$ cat src/rtl/ecc_decoder_pipe.sv
// ecc_decoder_pipe: two-stage SEC-DED decoder (8/4, 16/11, 32/26, raw) with valid/ready flow control and saturating error counters
module ecc_decoder_pipe #(
  parameter int DATA_WIDTH = 32,
  parameter int AMBA_WORD  = 32,
  parameter int CNT_WIDTH  = 16
) (
  input  logic                  clk,
  input  logic                  rst,
  input  logic                  in_valid,
  output logic                  in_ready,
  input  logic [DATA_WIDTH-1:0] codeword_y,
  input  logic [1:0]            cw_mode,
  output logic                  out_valid,
  input  logic                  out_ready,
  output logic [AMBA_WORD-1:0]  out_data,
  output logic [1:0]            err_num,
  input  logic                  cnt_clr,
  output logic [CNT_WIDTH-1:0]  single_cnt,
  output logic [CNT_WIDTH-1:0]  double_cnt
);
  typedef logic [5:0][31:0] rows_t;
  localparam rows_t H00 = {32'h0, 32'h0, 32'h0000_00FF, 32'h0000_00E4, 32'h0000_00D2, 32'h0000_00B1};
  localparam rows_t H01 = {32'h0, 32'h0000_FFFF, 32'h0000_FE08, 32'h0000_F1C4, 32'h0000_CDA2, 32'h0000_AB61};
  localparam rows_t H10 = {32'hFFFF_FFFF, 32'hFFFE_0010, 32'hFF01_FC08, 32'hF0F1_E384, 32'hCCCD_9B42, 32'hAAAB_56C1};

  function automatic rows_t rows(input logic [1:0] m);
    return m == 2'b00 ? H00 : m == 2'b01 ? H01 : H10;
  endfunction

  function automatic logic [5:0] syndrome(input rows_t h, input logic [31:0] c);
    logic [5:0] s;
    for (int i = 0; i < 6; i++) s[i] = ^(c & h[i]);
    return s;
  endfunction

  function automatic logic [5:0] column(input rows_t h, input int j);
    logic [5:0] c;
    for (int i = 0; i < 6; i++) c[i] = h[i][j];
    return c;
  endfunction

  logic                  s1_valid_q;
  logic [5:0]            s1_syn_q;
  logic [1:0]            s1_mode_q;
  logic [DATA_WIDTH-1:0] s1_cw_q;
  logic                  out_valid_q;
  logic [AMBA_WORD-1:0]  out_data_q, out_data_d;
  logic [1:0]            err_num_q, err_num_d;
  logic [CNT_WIDTH-1:0]  single_q, single_d, double_q, double_d;
  logic [31:0]           cw2, flip, corr, info;
  logic                  s2_en, msb, illegal, hs_out;
  rows_t                 h2;

  assign s2_en      = !out_valid_q || out_ready;
  assign in_ready   = rst && (!s1_valid_q || s2_en);
  assign hs_out     = out_valid_q && out_ready;
  assign out_valid  = out_valid_q;
  assign out_data   = out_data_q;
  assign err_num    = err_num_q;
  assign single_cnt = single_q;
  assign double_cnt = double_q;

  // stage 1: capture the word with its syndrome whenever the pipe can accept
  always_ff @(posedge clk or negedge rst) begin
    if (!rst) begin
      s1_valid_q <= 1'b0;
      s1_syn_q   <= '0;
      s1_mode_q  <= '0;
      s1_cw_q    <= '0;
    end else if (in_ready) begin
      s1_valid_q <= in_valid;
      s1_syn_q   <= syndrome(rows(cw_mode), 32'(codeword_y));
      s1_mode_q  <= cw_mode;
      s1_cw_q    <= codeword_y;
    end
  end

  // locate the single-bit error: the H column equal to the syndrome
  always_comb begin
    flip = '0;
    for (int j = 0; j < 32; j++) flip[j] = column(h2, j) == s1_syn_q;
  end

  // correction, extraction and error classification for the word in stage 1
  always_comb begin
    h2         = rows(s1_mode_q);
    cw2        = 32'(s1_cw_q);
    msb        = s1_mode_q == 2'b00 ? s1_syn_q[3] : s1_mode_q == 2'b01 ? s1_syn_q[4] : s1_syn_q[5];
    illegal    = s1_mode_q == 2'b10 ? DATA_WIDTH < 32 : s1_mode_q == 2'b01 ? DATA_WIDTH < 16 : 1'b0;
    corr       = cw2 ^ (msb ? flip : 32'h0);
    info       = s1_mode_q == 2'b00 ? {28'h0, corr[7:4]} :
                 s1_mode_q == 2'b01 ? {21'h0, corr[15:5]} :
                 s1_mode_q == 2'b10 ? {6'h0, corr[31:6]} : cw2;
    out_data_d = illegal ? '0 : AMBA_WORD'(info);
    err_num_d  = illegal ? 2'd3 :
                 (s1_mode_q == 2'b11 || s1_syn_q == '0) ? 2'd0 :
                 (msb && |flip) ? 2'd1 : 2'd2;
  end

  // stage 2: output register, frozen while the sink stalls
  always_ff @(posedge clk or negedge rst) begin
    if (!rst) begin
      out_valid_q <= 1'b0;
      out_data_q  <= '0;
      err_num_q   <= '0;
    end else if (s2_en) begin
      out_valid_q <= s1_valid_q;
      if (s1_valid_q) begin
        out_data_q <= out_data_d;
        err_num_q  <= err_num_d;
      end
    end
  end

  // saturating counters, clear has priority over a coincident increment
  always_comb begin
    single_d = cnt_clr ? '0 : (hs_out && err_num_q == 2'd1 && ~&single_q) ? single_q + CNT_WIDTH'(1) : single_q;
    double_d = cnt_clr ? '0 : (hs_out && err_num_q == 2'd2 && ~&double_q) ? double_q + CNT_WIDTH'(1) : double_q;
  end

  // counter registers
  always_ff @(posedge clk or negedge rst) begin
    if (!rst) begin
      single_q <= '0;
      double_q <= '0;
    end else begin
      single_q <= single_d;
      double_q <= double_d;
    end
  end
endmodule

$ cat config.mk
export PLATFORM = sky130hd
export DESIGN_NAME = ecc_decoder_pipe
export DESIGN_NICKNAME = d
export VERILOG_FILES = /design/src/rtl/ecc_decoder_pipe.sv
export SDC_FILE = /design/constraint.sdc
export NUM_CORES = 1
export LEC_CHECK = 0
export ABC_CLOCK_PERIOD_IN_PS = 2900
export BUFFER_PORTS_ARGS = -buffer_cell sky130_fd_sc_hd__buf_4
export CAP_MARGIN = 0
export CORE_MARGIN = 2
export CORE_UTILIZATION = 45
export DETAILED_ROUTE_END_ITERATION = 8
export HOLD_SLACK_MARGIN = 0.03
export PLACE_DENSITY_LB_ADDON = 0.2
export SYNTH_ARGS = -nofsm -noshare
export SYNTH_HDL_FRONTEND = slang
export SYNTH_SLANG_ARGS = --single-unit
$ cat constraint.sdc
create_clock -name clk -period 2.9 [get_ports clk]
set_clock_uncertainty 0.05 [all_clocks]
set_input_delay 0.29 -clock clk [delete_from_list [all_inputs] [get_ports clk]]
set_output_delay 0.29 -clock clk [all_outputs]
set_load 0.05 [all_outputs]
==> metrics.yaml <==
antenna_found_initial: 0
ys_dominant_reg_cell: "dfrtp_1"
drtIter0Drc: 276
ys_seq_area_share_pct: 39.5
root_buffer: "clkbuf_16"
synth_cell_type_count: 60
synth_cells: 813
total_power_mw: 6.06
cts.htree.levels: 3
num_antenna_cells: 0
core_um2: 15000
reg2reg_slack_ps: 180
synth-edff-count: 0
synth_top_area_share_pct: 39.5
die_x_um: 127
finalCriticalPeriod_ps: 2720
area_growth_pct: 19.8
io_buffers: 106
max-slew-margin-rel_pct: 31.7
tritoncts: "done"
cts.reportedPaths.clkPinSlew_ps: 80
hp-class: "input pin to flop"
slew_violations: 0
finalCritPeriodShare_pct: 94.0
end_kind: "flop"
cp_num_buf_inv: 2
status: "complete, no violations"
fin_nets: 948
die_y_um: 127
drive_above_1_share_pct: 18.5
cts_max_path_buffers: 2
synthArstFlopShare_pct: 100
power.static_leakage_nw: 3.61
crit_type: "flop to flop"
num_vias: 6001
grt_max_degree: 58
clock_latency_ps: 360
cap_violations: 0
critPathArrivalTime_ps: 2890
yosys-top-cells-area: "dfrtp_1 (39%), xnor2_1 (9.2%), nand2_1 (9.0%)"
worst_pin_slew_ps: 1020
path_cells: "buf_12 -> nor2_1 -> nor3b_1 -> o22ai_1 -> o221ai_1 -> a2111oi_0 -> buf_4 -> a41o_1 -> o21ai_0"
viasPerCell: 5.46
peakVddDrop_mv: 0.333
finalHoldViolations: 0
cp_top_family: "compound AO/OA/AOI/OAI gates"
yosys.area.top_type: "dfrtp_1"
synth_nets: 854
rsz0062_at_grt: "no"
grt_overflow_total: 0
clock-sinks: 108
start_kind: "flop"
cts_setup_buffers: 0
cellPowerDensity_nw_per_um2: 739
critPathMaxFanout: 34
die_area_um2: 16200
yosys_warnings: 0
cpPeakStageDelay_ps: 650
ant_nets: 0
post-dp-hpwl_um: 14100
numCtsBuffers: 9
grt_util_all_layers_pct: 23.5
route.detailed.drc: 0
synth.avg_cell_area_um2: 8.43
dr.pass1.iters: 5
syn_area_um2: 6850
grt_pass1_vias: 5630
wire_per_inst_um: 16.7
grt_pass1_wl_um: 30200
setup_tns_ps: 0
io_pins: 107
timing.fmax_mhz: 367
critical_path.slowest_cell: "a2111oi_0"
ys_seq_elements: 108
rows: 45
initial_core_util_pct: 45.6
globalplace.congestion: 0.932
required_ps: 3060
wirelength_um: 18400
finalSetupViolations: 0
## state kept, by name (all words and copies together), names as in the netlist
signal      count
cw2            32
double_cnt     16
s1_mode_q       2
s1_syn_q        6
single_cnt     16
err_num         2
out_valid       1
s1_valid_q      1
out_data       32
## Yosys cell counts, types with 2 or more instances
library cell / instances
nand2_1: 165
dfrtp_1: 108
xnor2_1: 72
o21ai_0: 60
nor2_1: 59
xor2_1: 56
clkbuf_1: 35
a21oi_1: 29
nand3_1: 23
inv_1: 17
a22o_1: 16
nand4_1: 16
nor3_1: 14
nand2b_1: 11
mux2i_1: 10
or3_1: 9
a22oi_1: 8
buf_2: 8
o211ai_1: 8
buf_1: 7
and3_1: 6
o22ai_1: 6
nor2b_1: 5
mux4_2: 4
nor3b_1: 4
or2_2: 4
a211oi_1: 3
and4_1: 3
nand3b_1: 3
o21a_1: 3
o21ai_1: 3
o311ai_0: 3
a221oi_1: 2
a31oi_1: 2
and2_1: 2
ha_1: 2
nor4_1: 2
o31a_1: 2
or3b_2: 2
## path summary, 6_finish.rpt
kind                                          startpoint                    endpoint  depth (start not counted)
worst max-delay path            s1_mode_q[0]$_DFFE_PN0P_      err_num[0]$_DFFE_PN0P_                          9
worst min-delay path                      codeword_y[21]         cw2[21]$_DFFE_PN0P_                          3
worst max register to register  s1_mode_q[0]$_DFFE_PN0P_      err_num[0]$_DFFE_PN0P_                          9
worst min register to register  out_data[26]$_DFFE_PN0P_    out_data[26]$_DFFE_PN0P_                          2
max in group asynchronous                            rst         cw2[16]$_DFFE_PN0P_                          4
min in group asynchronous                            rst  double_cnt[12]$_DFFE_PN0P_                          2
## metal layers
metal	routed length (um)	vias to the layer above	share of wire [%]	global-route usage [%]
met5	0	-	0	0
met4	307	0	1.7	7.82
met3	871	19	4.7	2.89
met2	8500	180	46	37.0
met1	8720	2842	47	33.9
li1	-	2960	-	-
## stage by stage
stage          worst slack, ps  util [%]  cells  area (um^2)  hold slack [ps]
2_1_floorplan              502         -    813         6850            -55.6
4_1_cts                    144      54.6   1100         8210             67.7
5_1_grt                   63.6      54.6   1100         8210             85.9
3_5_place_dp               175      52.5   1083         7900              180
6_report                   175      54.6   1100         8210             79.0
3_3_place_gp               103      52.5   1083         7900              179
## power breakdown
group / switching (mW) / internal (mW) / leakage [nW]
registers: 0.291 / 1.75 / 1.40
clock network: 0.630 / 0.618 / 0.145
logic: 1.74 / 1.04 / 2.06
total: 2.66 / 3.40 / 3.61
## final cells by class
| cell class | count | area [um^2] |
|---|---|---|
| Tap cell | 188 | 235 |
| Clock buffer | 9 | 225 |
| Fill cell | 1446 | 6830 |
| Clock inverter | 7 | 75.1 |
| Multi-Input combinational cell | 636 | 3880 |
| Inverter | 19 | 71.3 |
| Timing Repair Buffer | 133 | 1010 |
| Sequential cell | 108 | 2710 |
## placed cells by master (no fill, tap or decap), types with 4 or more instances in the layout
cell       Yosys  routed
mux4_2         4       4
nand2_1      165     165
clkbuf_16      0       9
inv_1         17      17
a22oi_1        8       8
nand4_1       16      16
nor2_1        59      59
mux2i_1       10      10
o21ai_0       60      60
nor3b_1        4       4
dfrtp_1      108     106
nand3_1       23      23
xor2_1        56      56
nand2b_1      11      11
and3_1         6       6
nor2b_1        5       5
buf_4          0     131
o211ai_1       8       8
o22ai_1        6       6
or2_2          4       4
nor3_1        14      14
a22o_1        16      16
or3_1          9       9
xnor2_1       72      72
a21oi_1       29      29
## logic make-up (layout without fill, tap and decap cells)
| family | after synthesis | in the layout | synth area share [%] |
|---|---|---|---|
| buffers and inverters | 69 | 168 | 3.93 |
| muxes | 15 | 15 | 2.94 |
| and+or+nand+nor | 333 | 333 | 22.2 |
| DFF | 108 | 108 | 39.5 |
| xor gates and xnor gates | 129 | 129 | 16.7 |
| adders and majority gates | 2 | 2 | 0.365 |
| AOI/OAI and AO/OA | 157 | 157 | 14.5 |
## repair_timing
action | CTS | global route
setup endpoints to repair | 0 | 1
hold endpoints to repair | 25 | 0
resized for setup | 0 | 1
hold buffers | 1 | 0
## worst reg2reg max path, cell delays in order (launching register included)
cell and delay (ps):
dfrtp_2 460, buf_12 190, nor2_1 280, nor3b_1 90
o22ai_1 220, o221ai_1 180, a2111oi_0 650, buf_4 220
a41o_1 170, o21ai_0 70
No activity file was read; power rests on OpenSTA's default activity.
